File: src/rtl/multicycle_cpu_if.sv
`default_nettype none
// ============================================================================
// multicycle_cpu_if : instruction-fetch and data-memory bus of multicycle_cpu
// Revision 1.0
// ============================================================================
interface multicycle_cpu_if #(
  parameter int DATA_W = 8,
  parameter int ADDR_W = 8
);
  logic [ADDR_W-1:0] imem_addr;
  logic [15:0]       imem_rdata;
  logic              dmem_req;
  logic              dmem_we;
  logic [ADDR_W-1:0] dmem_addr;
  logic [DATA_W-1:0] dmem_wdata;
  logic [DATA_W-1:0] dmem_rdata;
  logic              dmem_ready;

  modport master (
    output imem_addr, dmem_req, dmem_we, dmem_addr, dmem_wdata,
    input  imem_rdata, dmem_rdata, dmem_ready
  );

  modport slave (
    input  imem_addr, dmem_req, dmem_we, dmem_addr, dmem_wdata,
    output imem_rdata, dmem_rdata, dmem_ready
  );
endinterface
`default_nettype wire

File: src/rtl/multicycle_cpu.sv
`default_nettype none
// ============================================================================
// multicycle_cpu : 16-bit-instruction multicycle CPU (FETCH/DECODE/EXEC/MEM/HALT)
// Revision 1.0
// ============================================================================
module multicycle_cpu #(
  parameter int DATA_W = 8,
  parameter int ADDR_W = 8,
  parameter int NREG   = 8
) (
  input  wire logic          clk,
  input  wire logic          reset,
  multicycle_cpu_if.master   bus,
  output logic [DATA_W-1:0]  result,
  output logic               carry_out,
  output logic               halted,
  output logic [ADDR_W-1:0]  pc_out
);
  typedef enum logic [2:0] {
    FETCH  = 3'd0,
    DECODE = 3'd1,
    EXEC   = 3'd2,
    MEM    = 3'd3,
    HALT   = 3'd4
  } state_t;

  localparam logic [3:0] OP_ADD = 4'h1;
  localparam logic [3:0] OP_SUB = 4'h2;
  localparam logic [3:0] OP_AND = 4'h3;
  localparam logic [3:0] OP_OR  = 4'h4;
  localparam logic [3:0] OP_XOR = 4'h5;
  localparam logic [3:0] OP_LDI = 4'h6;
  localparam logic [3:0] OP_LD  = 4'h7;
  localparam logic [3:0] OP_ST  = 4'h8;
  localparam logic [3:0] OP_JMP = 4'h9;
  localparam logic [3:0] OP_BZ  = 4'hA;
  localparam logic [3:0] OP_BC  = 4'hB;
  localparam logic [3:0] OP_HLT = 4'hF;

  state_t            state, state_next;
  logic [ADDR_W-1:0] pc;
  logic [DATA_W-1:0] regs [NREG];
  logic [DATA_W-1:0] opa, opb;
  logic              carry, zero;
  // Instruction register keeps only the fields used after DECODE; rs1/rs2
  // are consumed when the operands are read.
  logic [3:0]        ir_op;
  logic [2:0]        ir_rd;
  logic [7:0]        ir_imm;

  logic [3:0]        dec_op;
  logic [DATA_W:0]   alu_full;
  logic [DATA_W-1:0] alu_res;
  logic              alu_c;
  logic              is_alu;
  logic              take_jump;
  logic [ADDR_W-1:0] pc_inc;
  logic [DATA_W-1:0] imm_d;
  logic [ADDR_W-1:0] imm_a;

  assign dec_op = bus.imem_rdata[15:12];
  assign imm_d  = DATA_W'(ir_imm);
  assign imm_a  = ADDR_W'(ir_imm);
  assign pc_inc = pc + ADDR_W'(1);

  always_comb begin
    alu_full = '0;
    is_alu   = 1'b1;
    case (ir_op)
      OP_ADD:  alu_full = {1'b0, opa} + {1'b0, opb};
      OP_SUB:  alu_full = {1'b0, opa} - {1'b0, opb};
      OP_AND:  alu_full = {1'b0, opa & opb};
      OP_OR:   alu_full = {1'b0, opa | opb};
      OP_XOR:  alu_full = {1'b0, opa ^ opb};
      default: is_alu   = 1'b0;
    endcase
  end

  // Bit DATA_W is the add carry or, for SUB, the borrow (rs1 < rs2).
  assign alu_res = alu_full[DATA_W-1:0];
  assign alu_c   = alu_full[DATA_W];

  always_comb begin
    take_jump = 1'b0;
    case (ir_op)
      OP_JMP:  take_jump = 1'b1;
      OP_BZ:   take_jump = zero;
      OP_BC:   take_jump = carry;
      default: take_jump = 1'b0;
    endcase
  end

  always_ff @(posedge clk or negedge reset) begin
    if (!reset) state <= FETCH;
    else        state <= state_next;
  end

  always_comb begin
    state_next = state;
    case (state)
      FETCH:   state_next = DECODE;
      DECODE: begin
        if (dec_op == OP_LD || dec_op == OP_ST) state_next = MEM;
        else if (dec_op == OP_HLT)              state_next = HALT;
        else                                    state_next = EXEC;
      end
      EXEC:    state_next = FETCH;
      MEM:     if (bus.dmem_ready) state_next = FETCH;
      HALT:    state_next = HALT;
      default: state_next = FETCH;
    endcase
  end

  // regs[0] is never written, so it always reads back as zero.
  always_ff @(posedge clk or negedge reset) begin
    if (!reset) begin
      pc     <= '0;
      ir_op  <= '0;
      ir_rd  <= '0;
      ir_imm <= '0;
      opa    <= '0;
      opb    <= '0;
      carry  <= 1'b0;
      zero   <= 1'b0;
      result <= '0;
      for (int i = 0; i < NREG; i++) regs[i] <= '0;
    end else begin
      case (state)
        DECODE: begin
          ir_op  <= bus.imem_rdata[15:12];
          ir_rd  <= bus.imem_rdata[11:9];
          ir_imm <= bus.imem_rdata[7:0];
          opa    <= regs[bus.imem_rdata[8:6]];
          opb    <= regs[bus.imem_rdata[5:3]];
        end
        EXEC: begin
          pc <= take_jump ? imm_a : pc_inc;
          if (is_alu) begin
            result <= alu_res;
            carry  <= alu_c;
            zero   <= (alu_res == '0);
            if (ir_rd != '0) regs[ir_rd] <= alu_res;
          end else if (ir_op == OP_LDI) begin
            result <= imm_d;
            if (ir_rd != '0) regs[ir_rd] <= imm_d;
          end
        end
        MEM: begin
          if (bus.dmem_ready) begin
            pc <= pc_inc;
            if (ir_op == OP_LD) begin
              result <= bus.dmem_rdata;
              if (ir_rd != '0) regs[ir_rd] <= bus.dmem_rdata;
            end
          end
        end
        default: ;
      endcase
    end
  end

  // Request is decoded from the state so an asynchronous reset drops it at once.
  assign bus.imem_addr  = pc;
  assign bus.dmem_req   = (state == MEM);
  assign bus.dmem_we    = (state == MEM) && (ir_op == OP_ST);
  assign bus.dmem_addr  = ADDR_W'(opa);
  assign bus.dmem_wdata = opb;

  assign halted    = (state == HALT);
  assign carry_out = carry;
  assign pc_out    = pc;
endmodule
`default_nettype wire

File: src/flat_wrapper.sv
// flat-port wrapper written by rule: the top's interface ports become plain ports
module multicycle_cpu_flat 
#(
  parameter int DATA_W = 8,
  parameter int ADDR_W = 8,
  parameter int NREG   = 8
)
  (clk, reset, result, carry_out, halted, pc_out, bus_imem_addr, bus_dmem_req, bus_dmem_we, bus_dmem_addr, bus_dmem_wdata, bus_imem_rdata, bus_dmem_rdata, bus_dmem_ready);
  multicycle_cpu_if #(.DATA_W(DATA_W), .ADDR_W(ADDR_W)) bus_i ();
  input  wire logic clk;
  input  wire logic reset;
  output logic [DATA_W-1:0] result;
  output logic carry_out;
  output logic halted;
  output logic [ADDR_W-1:0] pc_out;
  output wire logic [$bits(bus_i.imem_addr)-1:0] bus_imem_addr;
  output wire logic [$bits(bus_i.dmem_req)-1:0] bus_dmem_req;
  output wire logic [$bits(bus_i.dmem_we)-1:0] bus_dmem_we;
  output wire logic [$bits(bus_i.dmem_addr)-1:0] bus_dmem_addr;
  output wire logic [$bits(bus_i.dmem_wdata)-1:0] bus_dmem_wdata;
  input wire logic [$bits(bus_i.imem_rdata)-1:0] bus_imem_rdata;
  input wire logic [$bits(bus_i.dmem_rdata)-1:0] bus_dmem_rdata;
  input wire logic [$bits(bus_i.dmem_ready)-1:0] bus_dmem_ready;
  assign bus_imem_addr = bus_i.imem_addr;
  assign bus_dmem_req = bus_i.dmem_req;
  assign bus_dmem_we = bus_i.dmem_we;
  assign bus_dmem_addr = bus_i.dmem_addr;
  assign bus_dmem_wdata = bus_i.dmem_wdata;
  assign bus_i.imem_rdata = bus_imem_rdata;
  assign bus_i.dmem_rdata = bus_dmem_rdata;
  assign bus_i.dmem_ready = bus_dmem_ready;
  multicycle_cpu #(.DATA_W(DATA_W), .ADDR_W(ADDR_W), .NREG(NREG)) u_core (.clk(clk), .reset(reset), .bus(bus_i), .result(result), .carry_out(carry_out), .halted(halted), .pc_out(pc_out));
endmodule
File: config.mk
export PLATFORM = sky130hd
export DESIGN_NAME = multicycle_cpu_flat
export DESIGN_NICKNAME = d
export VERILOG_FILES = /design/src/rtl/multicycle_cpu_if.sv /design/src/rtl/multicycle_cpu.sv /design/src/flat_wrapper.sv
export SDC_FILE = /design/constraint.sdc
export NUM_CORES = 1
export LEC_CHECK = 0
export CORE_MARGIN = 4
export CORE_UTILIZATION = 62
export DETAILED_ROUTE_END_ITERATION = 7
export PLACE_DENSITY = 0.85
export SLEW_MARGIN = 20
export SYNTH_ARGS = -nofsm -noshare
export SYNTH_HDL_FRONTEND = slang
export SYNTH_SLANG_ARGS = --single-unit
File: constraint.sdc
create_clock -name clk -period 5.7 [get_ports clk]
set_input_delay 0.855 -clock clk [delete_from_list [all_inputs] [get_ports clk]]
set_output_delay 0.855 -clock clk [all_outputs]
set_load 0.05 [all_outputs]
==> results.toml <==
[run_status]
status = "completed"

[logic_synthesis]
synth_area_um2 = 6720
synth_ff_type = "dfrtp_1"
synth_top_area_share_pct = 43.2
synth_edf_count = 0
yosysWarnings = 0
synth.distinct_cells = 57
syn_inst = 654
synth-async-reset-ratio_pct = 100
synth_seq_area_share_pct = 43.2
avgSynthCellArea_um2 = 10.3
synth.area.top_cells = "dfrtp_1 43%, mux4_2 11%, o21ai_0 4.9%"
ys_seq_elements = 116
syn_nets = 708
yosysTopAreaCell = "dfrtp_1"

[power]
p_per_area_nw_per_um2 = 714
p_sw_share_pct = 48.5
peakVddDrop_uv = 361
leakage_nw = 3.51
power_switching_mw = 2.75
clkPwrFrac_pct = 18.5
total_power_mw = 5.67
power.share.sequential_pct = 27.6
internal_power_mw = 2.92
combPwrFrac_pct = 53.9

[global_route]
overflow = 0
grt_max_degree = 72
grt_use_total_pct = 31.0
grt_pass1_vias = 5608
grt_pass1_wl_mm = 30.4
antenna_found_initial = 0

[floorplan]
die_w_um = 112
die-area_um2 = 12600
ios = 71
start_util_pct = 64.3
row_count = 37
core_area_um2 = 10500
die_h_um = 112

[placement]
gp_congestion = 0.978
hpwl_mm = 12.7
port_buffers = 70

[clocking]
cts-root-buf = "clkbuf_8"
cts_buffer_depth = 2
clock_latency_ns = 0.52
cts-resized-gates = 0
cts-hold-fix-buffers = 0
cts_tree = "built"
cts_sinks = 116
cts_setup_buffers = 0
cts_buffers = 17
path_clk_slew_ns = 0.06
h-tree-depth = 4

[detailed_routing]
antenna_left = 0
wl_mm = 19.0
viasPerCell = 6.50
drc = 0
vias = 5480
drt-initial-drc-count = 675
post_drt_wl_per_cell_um = 22.6
first_pass_iters = 5

[sta]
setup_viol = 0
slew_headroom_pct = 33.6
maxSlewViolCount = 0
finalClockSkew_ns = 0.0138
clock.fmax_mhz = 252
rsz0062_at_grt = "false"
period_minus_slack_ns = 3.96
setup_tns_ns = 0
fin_crit_sh_pct = 69.5
finalHoldViolCount = 0
worst_pin_slew_ns = 0.992

[setup_path]
path_class = "register to register"
cp_data_required_time_ns = 6.04
crit_arrival_ns = 4.30
cp-start-kind = "register"
crit_fanout = 19
end_kind = "register"
cp_num_buf_inv = 0
critPathTopFamily = "compound AO/OA/AOI/OAI gates"
slowest_delay_ns = 0.74
cpMaxStageDelayCell = "nor4b_2"
cp_cell_sequence = "nor4b_2, mux2_2, fa_1, nand2b_1, a21oi_1, or4_1, o211ai_1, a21o_1, o22ai_1, o21ai_0"

[finish]
area_growth_pct = 18.1
n_fill_cell = 688
nets = 748
diodes = 0
final_common_cell = "dfrtp_1"
drive_gt1_share_pct = 15.0
most-common-layout-cells = "116 x dfrtp_1, 76 x nand2_1, 69 x clkdlybuf4s50_1"

[run]
cap_violations = 0

[hold_path]
min_path_type = "register to register"
[metal layers]
metal	track usage, %	routed length (um)	vias up
met5	0	0	-
met4	12.1	634	0
met3	5.61	1450	56
met2	50.1	9290	281
met1	42.0	7660	2705
li1	-	-	2438
[area by class of cell]
type                       instances  area, um2  area share (%)
inverter                          28        105            1.32
tap                              136        170            2.14
timing repair buffer              76        743            9.36
multi-input combinational        455       3440            43.3
clock buffer                      18        428            5.39
sequential                       116       2900            36.6
clock inverter                    14        151            1.91
[Yosys cell counts (3+ instances only)]
master,count
xnor2_1,8
a31oi_1,8
o21ai_2,8
buf_1,3
nand4_1,3
or3_1,4
a21o_1,3
mux4_2,32
o31ai_1,4
nor2_1,37
nand2_1,76
buf_4,10
nand3_1,8
nor3b_1,6
clkbuf_1,35
o22ai_1,7
a22oi_1,5
o21ai_1,7
buf_2,3
mux2_2,16
mux2i_1,27
buf_6,3
dfrtp_1,116
and3_1,3
nor3_1,11
a21oi_1,38
a211oi_1,3
nor2b_1,4
nand2b_1,9
nor4_1,5
xor2_1,3
ha_1,26
o21ai_0,66
inv_1,28
[worst reg2reg max path, stage by stage (launching register included)]
cell and delay [ns]:
dfrtp_1 0.60, nor4b_2 0.75, mux2_2 0.43, fa_1 0.39
nand2b_1 0.18, a21oi_1 0.17, or4_1 0.14, o211ai_1 0.08
a21o_1 0.21, o22ai_1 0.59, o21ai_0 0.26
[state kept, by name (all words and copies together) (netlist names)]
signal and cells:
u_core.regs 64, u_core.bus.dmem_addr 8, u_core.bus.dmem_wdata 8, u_core.bus.imem_addr 8, u_core.imm_a 8, u_core.result 8
u_core.ir_op 4, u_core.ir_rd 3, u_core.state 3, u_core.carry_out 1, u_core.zero 1
[power groups by stage]
stage	clock (mW)	combinational, mW	sequential, mW
floorplan	0	1.90	1.75
global placement	0	2.89	1.51
detailed placement	0	2.98	1.54
CTS	1.05	3.04	1.55
global route	1.09	3.32	1.61
finish	1.05	3.05	1.57
[cells by family after synthesis]
logic type / count (synthesis) / share of synthesized area (%)
XOR/XNOR: 11 / 1.43
adder cells (fa/ha/maj): 27 / 5.14
AO/OA/AOI/OAI: 160 / 13.8
buffers and inverters: 83 / 5.83
AND/OR/NAND/NOR: 182 / 13.3
flip-flops: 116 / 43.2
multiplexers: 75 / 17.4
[final timing paths]
kind / startpoint / end / depth (start not counted) / slack [ns]
max reg2reg: u_core.ir_op[0]$_DFFE_PN0P_ / u_core.regs[46]$_DFFE_PN0P_ / 10 / 1.74
min reg2reg: u_core.regs[63]$_DFFE_PN0P_ / u_core.regs[63]$_DFFE_PN0P_ / 0 / 0.40
min: u_core.regs[63]$_DFFE_PN0P_ / u_core.regs[63]$_DFFE_PN0P_ / 0 / 0.40
max in group asynchronous: reset / u_core.bus.dmem_addr[6]$_DFFE_PN0P_ / 2 / 4.10
max: u_core.ir_op[0]$_DFFE_PN0P_ / u_core.regs[46]$_DFFE_PN0P_ / 10 / 1.74
min in group asynchronous: reset / u_core.regs[3]$_DFFE_PN0P_ / 1 / 0.46
[through the flow]
stage | instance area [um2] | utilization, % | hold slack, ns | instances | setup slack, ns
after floorplan | 6720 | - | 0.441 | 654 | 2.37
after global placement | 7360 | 70.4 | 0.377 | 811 | 2.08
after detailed placement | 7360 | 70.4 | 0.384 | 811 | 1.97
after CTS | 7940 | 75.9 | 0.402 | 843 | 1.83
after global routing | 7940 | 75.9 | 0.419 | 843 | 1.49
final | 7940 | 75.9 | 0.402 | 843 | 1.74
Note: power is estimated with default switching activity, not from simulation.
